## config.mk

```make
export PLATFORM = sky130hd
export DESIGN_NAME = data_bus_initiator
export DESIGN_NICKNAME = d
export VERILOG_FILES = /design/src/rtl/data_bus_pkg.sv /design/src/rtl/bus_timeout_counter.sv /design/src/rtl/data_bus_initiator.sv
export SDC_FILE = /design/constraint.sdc
export NUM_CORES = 1
export LEC_CHECK = 0
export BUFFER_PORTS_ARGS = -buffer_cell sky130_fd_sc_hd__clkbuf_2
export CORE_ASPECT_RATIO = 1.75
export CORE_UTILIZATION = 49
export CTS_CLUSTER_DIAMETER = 60
export DETAILED_ROUTE_END_ITERATION = 10
export PLACE_DENSITY = 0.8
export SLEW_MARGIN = 25
export SYNTH_ARGS = -nofsm -noshare
export SYNTH_HDL_FRONTEND = slang
export SYNTH_SLANG_ARGS = --single-unit
```

## constraint.sdc

```tcl
create_clock -name clk -period 1.8 [get_ports clk]
set_input_delay 0.27 -clock clk [delete_from_list [all_inputs] [get_ports clk]]
set_output_delay 0.27 -clock clk [all_outputs]
set_load 0.02 [all_outputs]
```

## src/rtl/data_bus_pkg.sv

```systemverilog
// Shared types and constants for the data_m bus initiator.
package data_bus_pkg;

  localparam int ADDR_W = 20;

  localparam logic [1:0] BYTESEL_LO   = 2'b01;
  localparam logic [1:0] BYTESEL_HI   = 2'b10;
  localparam logic [1:0] BYTESEL_WORD = 2'b11;

  typedef enum logic [2:0] {
    IDLE,
    ACCESS,
    GAP,
    ACCESS2,
    FINISH
  } state_t;

endpackage

```

## src/rtl/bus_timeout_counter.sv

```systemverilog
// Counts stalled access cycles; expired is asserted in the last cycle allowed before abort.
module bus_timeout_counter #(
  parameter int LIMIT = 255
) (
  input  logic clk,
  input  logic reset_n,
  input  logic clear,
  input  logic enable,
  output logic expired
);

  localparam int W = $clog2(LIMIT + 1);

  logic [W-1:0] count_q;

  always_ff @(posedge clk or negedge reset_n) begin
    if (!reset_n) begin
      count_q <= '0;
    end else if (clear) begin
      count_q <= '0;
    end else if (enable) begin
      count_q <= count_q + 1'b1;
    end
  end

  // Fires on the LIMIT-th stalled cycle so access is low on the next one.
  assign expired = enable && (count_q == W'(LIMIT - 1));

endmodule

```

## src/rtl/data_bus_initiator.sv

```systemverilog
// Initiator for the 16-bit data_m bus; splits unaligned word accesses into two byte accesses.
// Optional access timeout abort is compiled in with BUS_TIMEOUT_EN.
module data_bus_initiator
  import data_bus_pkg::*;
#(
  parameter int TIMEOUT_CYCLES = 255
) (
  input  logic              clk,
  input  logic              reset_n,
  input  logic              req_start,
  input  logic [ADDR_W-1:0] req_addr,
  input  logic              req_wr,
  input  logic              req_word,
  input  logic [15:0]       req_wdata,
  output logic              busy,
  output logic              done,
  output logic [15:0]       rdata,
  output logic              error,
  output logic [ADDR_W-2:0] data_m_addr,
  output logic [15:0]       data_m_data_out,
  input  logic [15:0]       data_m_data_in,
  output logic              data_m_access,
  input  logic              data_m_ack,
  output logic              data_m_wr_en,
  output logic [1:0]        data_m_bytesel,
  output state_t            dbg_state
);

  // Handshake: an access is a request held stable while data_m_access=1;
  // it completes on the first cycle data_m_ack is sampled 1 with access=1.
  state_t              state_q, state_d;
  logic [ADDR_W-1:0]   addr_q;
  logic                wr_q, word_q, split_q;
  logic [15:0]         wdata_q, rdata_q;
  logic                in_access, accept, ack_seen, expired;

  assign in_access = (state_q == ACCESS) || (state_q == ACCESS2);
  assign accept    = req_start && ((state_q == IDLE) || (state_q == FINISH));
  assign ack_seen  = in_access && data_m_ack;

`ifdef BUS_TIMEOUT_EN
  logic error_q;

  bus_timeout_counter #(.LIMIT(TIMEOUT_CYCLES)) u_timeout (
    .clk     (clk),
    .reset_n (reset_n),
    .clear   (!in_access),
    .enable  (in_access && !data_m_ack),
    .expired (expired)
  );

  always_ff @(posedge clk or negedge reset_n) begin
    if (!reset_n)      error_q <= 1'b0;
    else if (accept)   error_q <= 1'b0;
    else if (expired)  error_q <= 1'b1;
  end

  assign error = error_q;
`else
  assign expired = 1'b0;
  assign error   = 1'b0;
`endif

  always_ff @(posedge clk or negedge reset_n) begin
    if (!reset_n) begin
      state_q <= IDLE;
      addr_q  <= '0;
      wr_q    <= 1'b0;
      word_q  <= 1'b0;
      split_q <= 1'b0;
      wdata_q <= '0;
      rdata_q <= '0;
    end else begin
      state_q <= state_d;
      if (accept) begin
        addr_q  <= req_addr;
        wr_q    <= req_wr;
        word_q  <= req_word;
        split_q <= req_word && req_addr[0];
        wdata_q <= req_wdata;
        rdata_q <= '0;
      end else if (expired) begin
        rdata_q <= '0;
      end else if (ack_seen && !wr_q) begin
        if (state_q == ACCESS2)  rdata_q[15:8] <= data_m_data_in[7:0];
        else if (split_q)        rdata_q[7:0]  <= data_m_data_in[15:8];
        else if (word_q)         rdata_q       <= data_m_data_in;
        else if (addr_q[0])      rdata_q       <= {8'h00, data_m_data_in[15:8]};
        else                     rdata_q       <= {8'h00, data_m_data_in[7:0]};
      end
    end
  end

  always_comb begin
    state_d = state_q;
    case (state_q)
      IDLE:    if (accept) state_d = ACCESS;
      ACCESS: begin
        if (expired)       state_d = FINISH;
        else if (ack_seen) state_d = split_q ? GAP : FINISH;
      end
      GAP:     state_d = ACCESS2;
      ACCESS2: if (expired || ack_seen) state_d = FINISH;
      FINISH:  state_d = accept ? ACCESS : IDLE;
      default: state_d = IDLE;
    endcase
  end

  // Second half of a split always targets the next word (address was odd).
  always_comb begin
    data_m_addr     = (state_q == ACCESS2) ? (addr_q[ADDR_W-1:1] + 1'b1) : addr_q[ADDR_W-1:1];
    data_m_access   = in_access;
    data_m_wr_en    = in_access && wr_q;
    data_m_bytesel  = 2'b00;
    data_m_data_out = {wdata_q[7:0], wdata_q[7:0]};
    if (word_q && !split_q) begin
      data_m_data_out = wdata_q;
    end else if (state_q == ACCESS2) begin
      data_m_data_out = {wdata_q[15:8], wdata_q[15:8]};
    end
    if (in_access) begin
      if (word_q && !split_q)     data_m_bytesel = BYTESEL_WORD;
      else if (state_q == ACCESS2) data_m_bytesel = BYTESEL_LO;
      else if (addr_q[0])          data_m_bytesel = BYTESEL_HI;
      else                         data_m_bytesel = BYTESEL_LO;
    end
  end

  assign busy      = (state_q == ACCESS) || (state_q == GAP) || (state_q == ACCESS2);
  assign done      = (state_q == FINISH);
  assign rdata     = rdata_q;
  assign dbg_state = state_q;

endmodule

```

==> run summary <==
Adder-cell share of the synthesized area - 0.407%
Total Routed Length - 9820 microns
Clk buf depth - 2
Synth async-reset ratio - 100%
PortBufs - 117
Worst-Skew Late Latency - 0.34 ns
Final WS setup - -0.343 ns
Fill count - 323
Die Span Y - 107 microns
IR drop worst, VDD - 1780 uV
Final GP Congestion - 0.809
Area of the mapped netlist - 0.00308 sq mm
GR Layer Usage met3 - 8.32%
Area after DPL - 0.00398 sq mm
Syn avg cell area - 11.7 sq um
Power Dens Cells - 2130 mW/mm^2
Main combinational cell family by area after synthesis - multiplexers
Die width - 61.9 microns
Int Power - 6.04 mW
Vias in the first global route - 2782
Met1 global-route usage - 30.9%
Placed Cells - 470
Sequential share of the synthesized area - 47.2%
Multiplexer area fraction after synthesis - 21.6%
Effective utilization at floorplan - 51.5%
Initial antenna violation count - 0
First-pass GRT wire length - 13700 microns
Critical Path Start Type - flip-flop
# diodes - 0
Min-delay worst type - in -> reg
Seq pwr share - 24.8%
Worst Setup SP - addr_q[1]
Tot GR Track Use - 29.0%
DR vias/cell - 5.38
Worst R2R Start - dbg_state[1]
Final period utilization - 119%
Syn Nets - 321
Max-cap violations - 0
Final setup viols - 35
IO Pins - 119
Final instance area - 0.00486 sq mm
Core area - 0.00597 sq mm
Skew final - 0.0114 ns
CP Class - reg -> out
Setup_tns - -8.31 ns
DP HPWL - 5600 microns
Met2 Resource Use GR - 51.3%
Iter 0 DRT Violations - 123
P&R area growth vs syn - 58.1%
Combinational share of power - 62.2%
P_sw - 4.34 mW
Max Clk Rate - 467 MHz
Net Sw Frac - 41.8%
Die ar. - 0.00661 sq mm
Routed Antenna Nets - 0
Total CTS buffers - 9
Unique masters post-synth - 42
Max Slew Vio Count - 0
Non-Filler Instances - 504
Worst hold slack - 0.145 ns
Final Hold Viols - 0
H-tree depth - 3
Clock transition at the registers of the reported paths - 0.07 ns
CP arrival - 1.87 ns
RSZ-0062 raised after global routing - true
Power share of the clock group - 13.0%
Nets - 480
Residual DRC - 0
Ys Warns - 0
Largest net degree at the start of global routing - 59
GRT busiest layer - met2
Crit path max fanout - 3
Gate Count Post-Synth - 262
Pwr Total - 10.4 mW
WL/cell - 19.5 microns
Simple-gate portion of the synthesized area - 13.1%
Top_reg_cell synth - dfrtp_1
Crit. End Element - output port
Overflow after GRT - 0
Row cnt - 37
Clock sinks - 58
FF+latch count, synth - 58
Leak - 2.39 nW
Root Driver - clkbuf_8
Tmin final - 2.14 ns
XOR/XNOR share of the synthesized area - 5.12%
Worst Path Required - 1.53 ns
EDFF count, synth - 0
Hold Path Origin - req_wr
Proportion of layout cells with a drive suffix above 1 - 64.1%
CTS tree - built
Compound-Gate Fraction of Synth Area - 8.82%
Drt pass-1 iters - 4
Routed vias - 2714
Failing checks - negative setup slack
Status - complete, but fails checks
-- worst paths after layout --
path	end	slack, ns	cells after the start
min reg2reg	rdata[0]	0.49	2
min in group asynchronous	rdata[6]	0.47	3
max in group asynchronous	dbg_state[0]	1.07	3
max	data_m_addr[8]	-0.34	7
max reg2reg	wdata_q[14]	0.02	4
min	wr_q	0.14	3
-- sequential cells by signal (all words and copies together) (netlist names) --
| register | cells |
|---|---|
| split_q | 1 |
| rdata | 16 |
| wr_q | 1 |
| wdata_q | 16 |
| word_q | 1 |
| dbg_state | 3 |
| addr_q | 20 |
-- layout make-up --
| type | count | area, sq um | share of cell area (%) |
|---|---|---|---|
| clock buffers | 11 | 141 | 2.91 |
| clock inverters | 5 | 77.6 | 1.59 |
| inverters | 5 | 22.5 | 0.463 |
| multi-input cells | 188 | 1820 | 37.4 |
| flip-flops and latches | 58 | 1460 | 29.9 |
| well taps | 78 | 97.6 | 2.01 |
| repair buffers | 159 | 1250 | 25.7 |
-- worst max-delay path: stages (launching register included) --
cell and delay [ns]:
dfrtp_1 0.36, ha_2 0.21, nand4b_4 0.13, buf_6 0.16
nor3_4 0.13, and3_4 0.21, xor2_2 0.16, clkbuf_8 0.17
-- power by group through the flow --
stage / combinational [mW] / clock (mW) / sequential [mW]
final: 6.45 / 1.35 / 2.58
after global routing: 6.84 / 1.43 / 2.62
after CTS: 5.86 / 1.34 / 2.48
after floorplan: 3.10 / 0 / 2.66
after global placement: 4.68 / 0 / 2.43
after detailed placement: 4.77 / 0 / 2.47
-- stage by stage --
step	setup WS, ns	util (%)
4_1_cts	-0.286	78.6
3_3_place_gp	0.0583	66.6
5_1_grt	-0.408	81.5
6_report	-0.343	81.5
2_1_floorplan	0.00587	-
3_5_place_dp	-0.0179	66.6
-- routing by layer --
layer | part of all wire, % | up-vias | wire length [microns]
li1 | - | 1255 | -
met1 | 34 | 1336 | 3310
met2 | 60 | 100 | 5840
met3 | 3.8 | 23 | 369
met4 | 2.9 | 0 | 288
met5 | 0 | - | 0
-- timing repair --
item | CTS | global route
gates resized for setup | 101 | 47
setup endpoints to repair | 37 | 47
endpoints found under the hold margin | 58 | 0
hold buffers | 1 | 0
buffers inserted | 9 | 10
pin swaps | 15 | 14
-- synthesized netlist by cell type (4+ instances only) --
cell | instances | area, sq um
nor2_1 | 7 | 26.3
a22oi_1 | 8 | 60.1
mux2i_1 | 8 | 80.1
buf_6 | 5 | 56.3
dfrtp_1 | 58 | 1450
nand2_1 | 34 | 128
nand3_1 | 4 | 20.0
nand4_1 | 7 | 43.8
mux2_2 | 49 | 552
and3_1 | 4 | 25.0
inv_1 | 5 | 18.8
xnor2_1 | 15 | 131
o21ai_0 | 9 | 45.0
o31ai_1 | 8 | 60.1
-- cell usage in the layout, fill, tap and decap left out, types with 9 or more instances in the layout --
cell type / n
clkbuf_2: 80
dfrtp_1: 55
buf_4: 38
buf_6: 9
mux2_4: 16
buf_8: 17
xnor2_2: 11
mux2_2: 33
clkbuf_8: 19
nand2_1: 27
o21ai_0: 9
-- cell families (layout without fill, tap and decap cells) --
group,after synthesis,after routing
simple gates,72,72
mux,60,60
flops,58,58
compound gates,36,36
xor+xnor,18,18
buf+inv,16,180
fa+ha+maj,1,1
other cells,1,1
(Power assumes the default switching activity.)
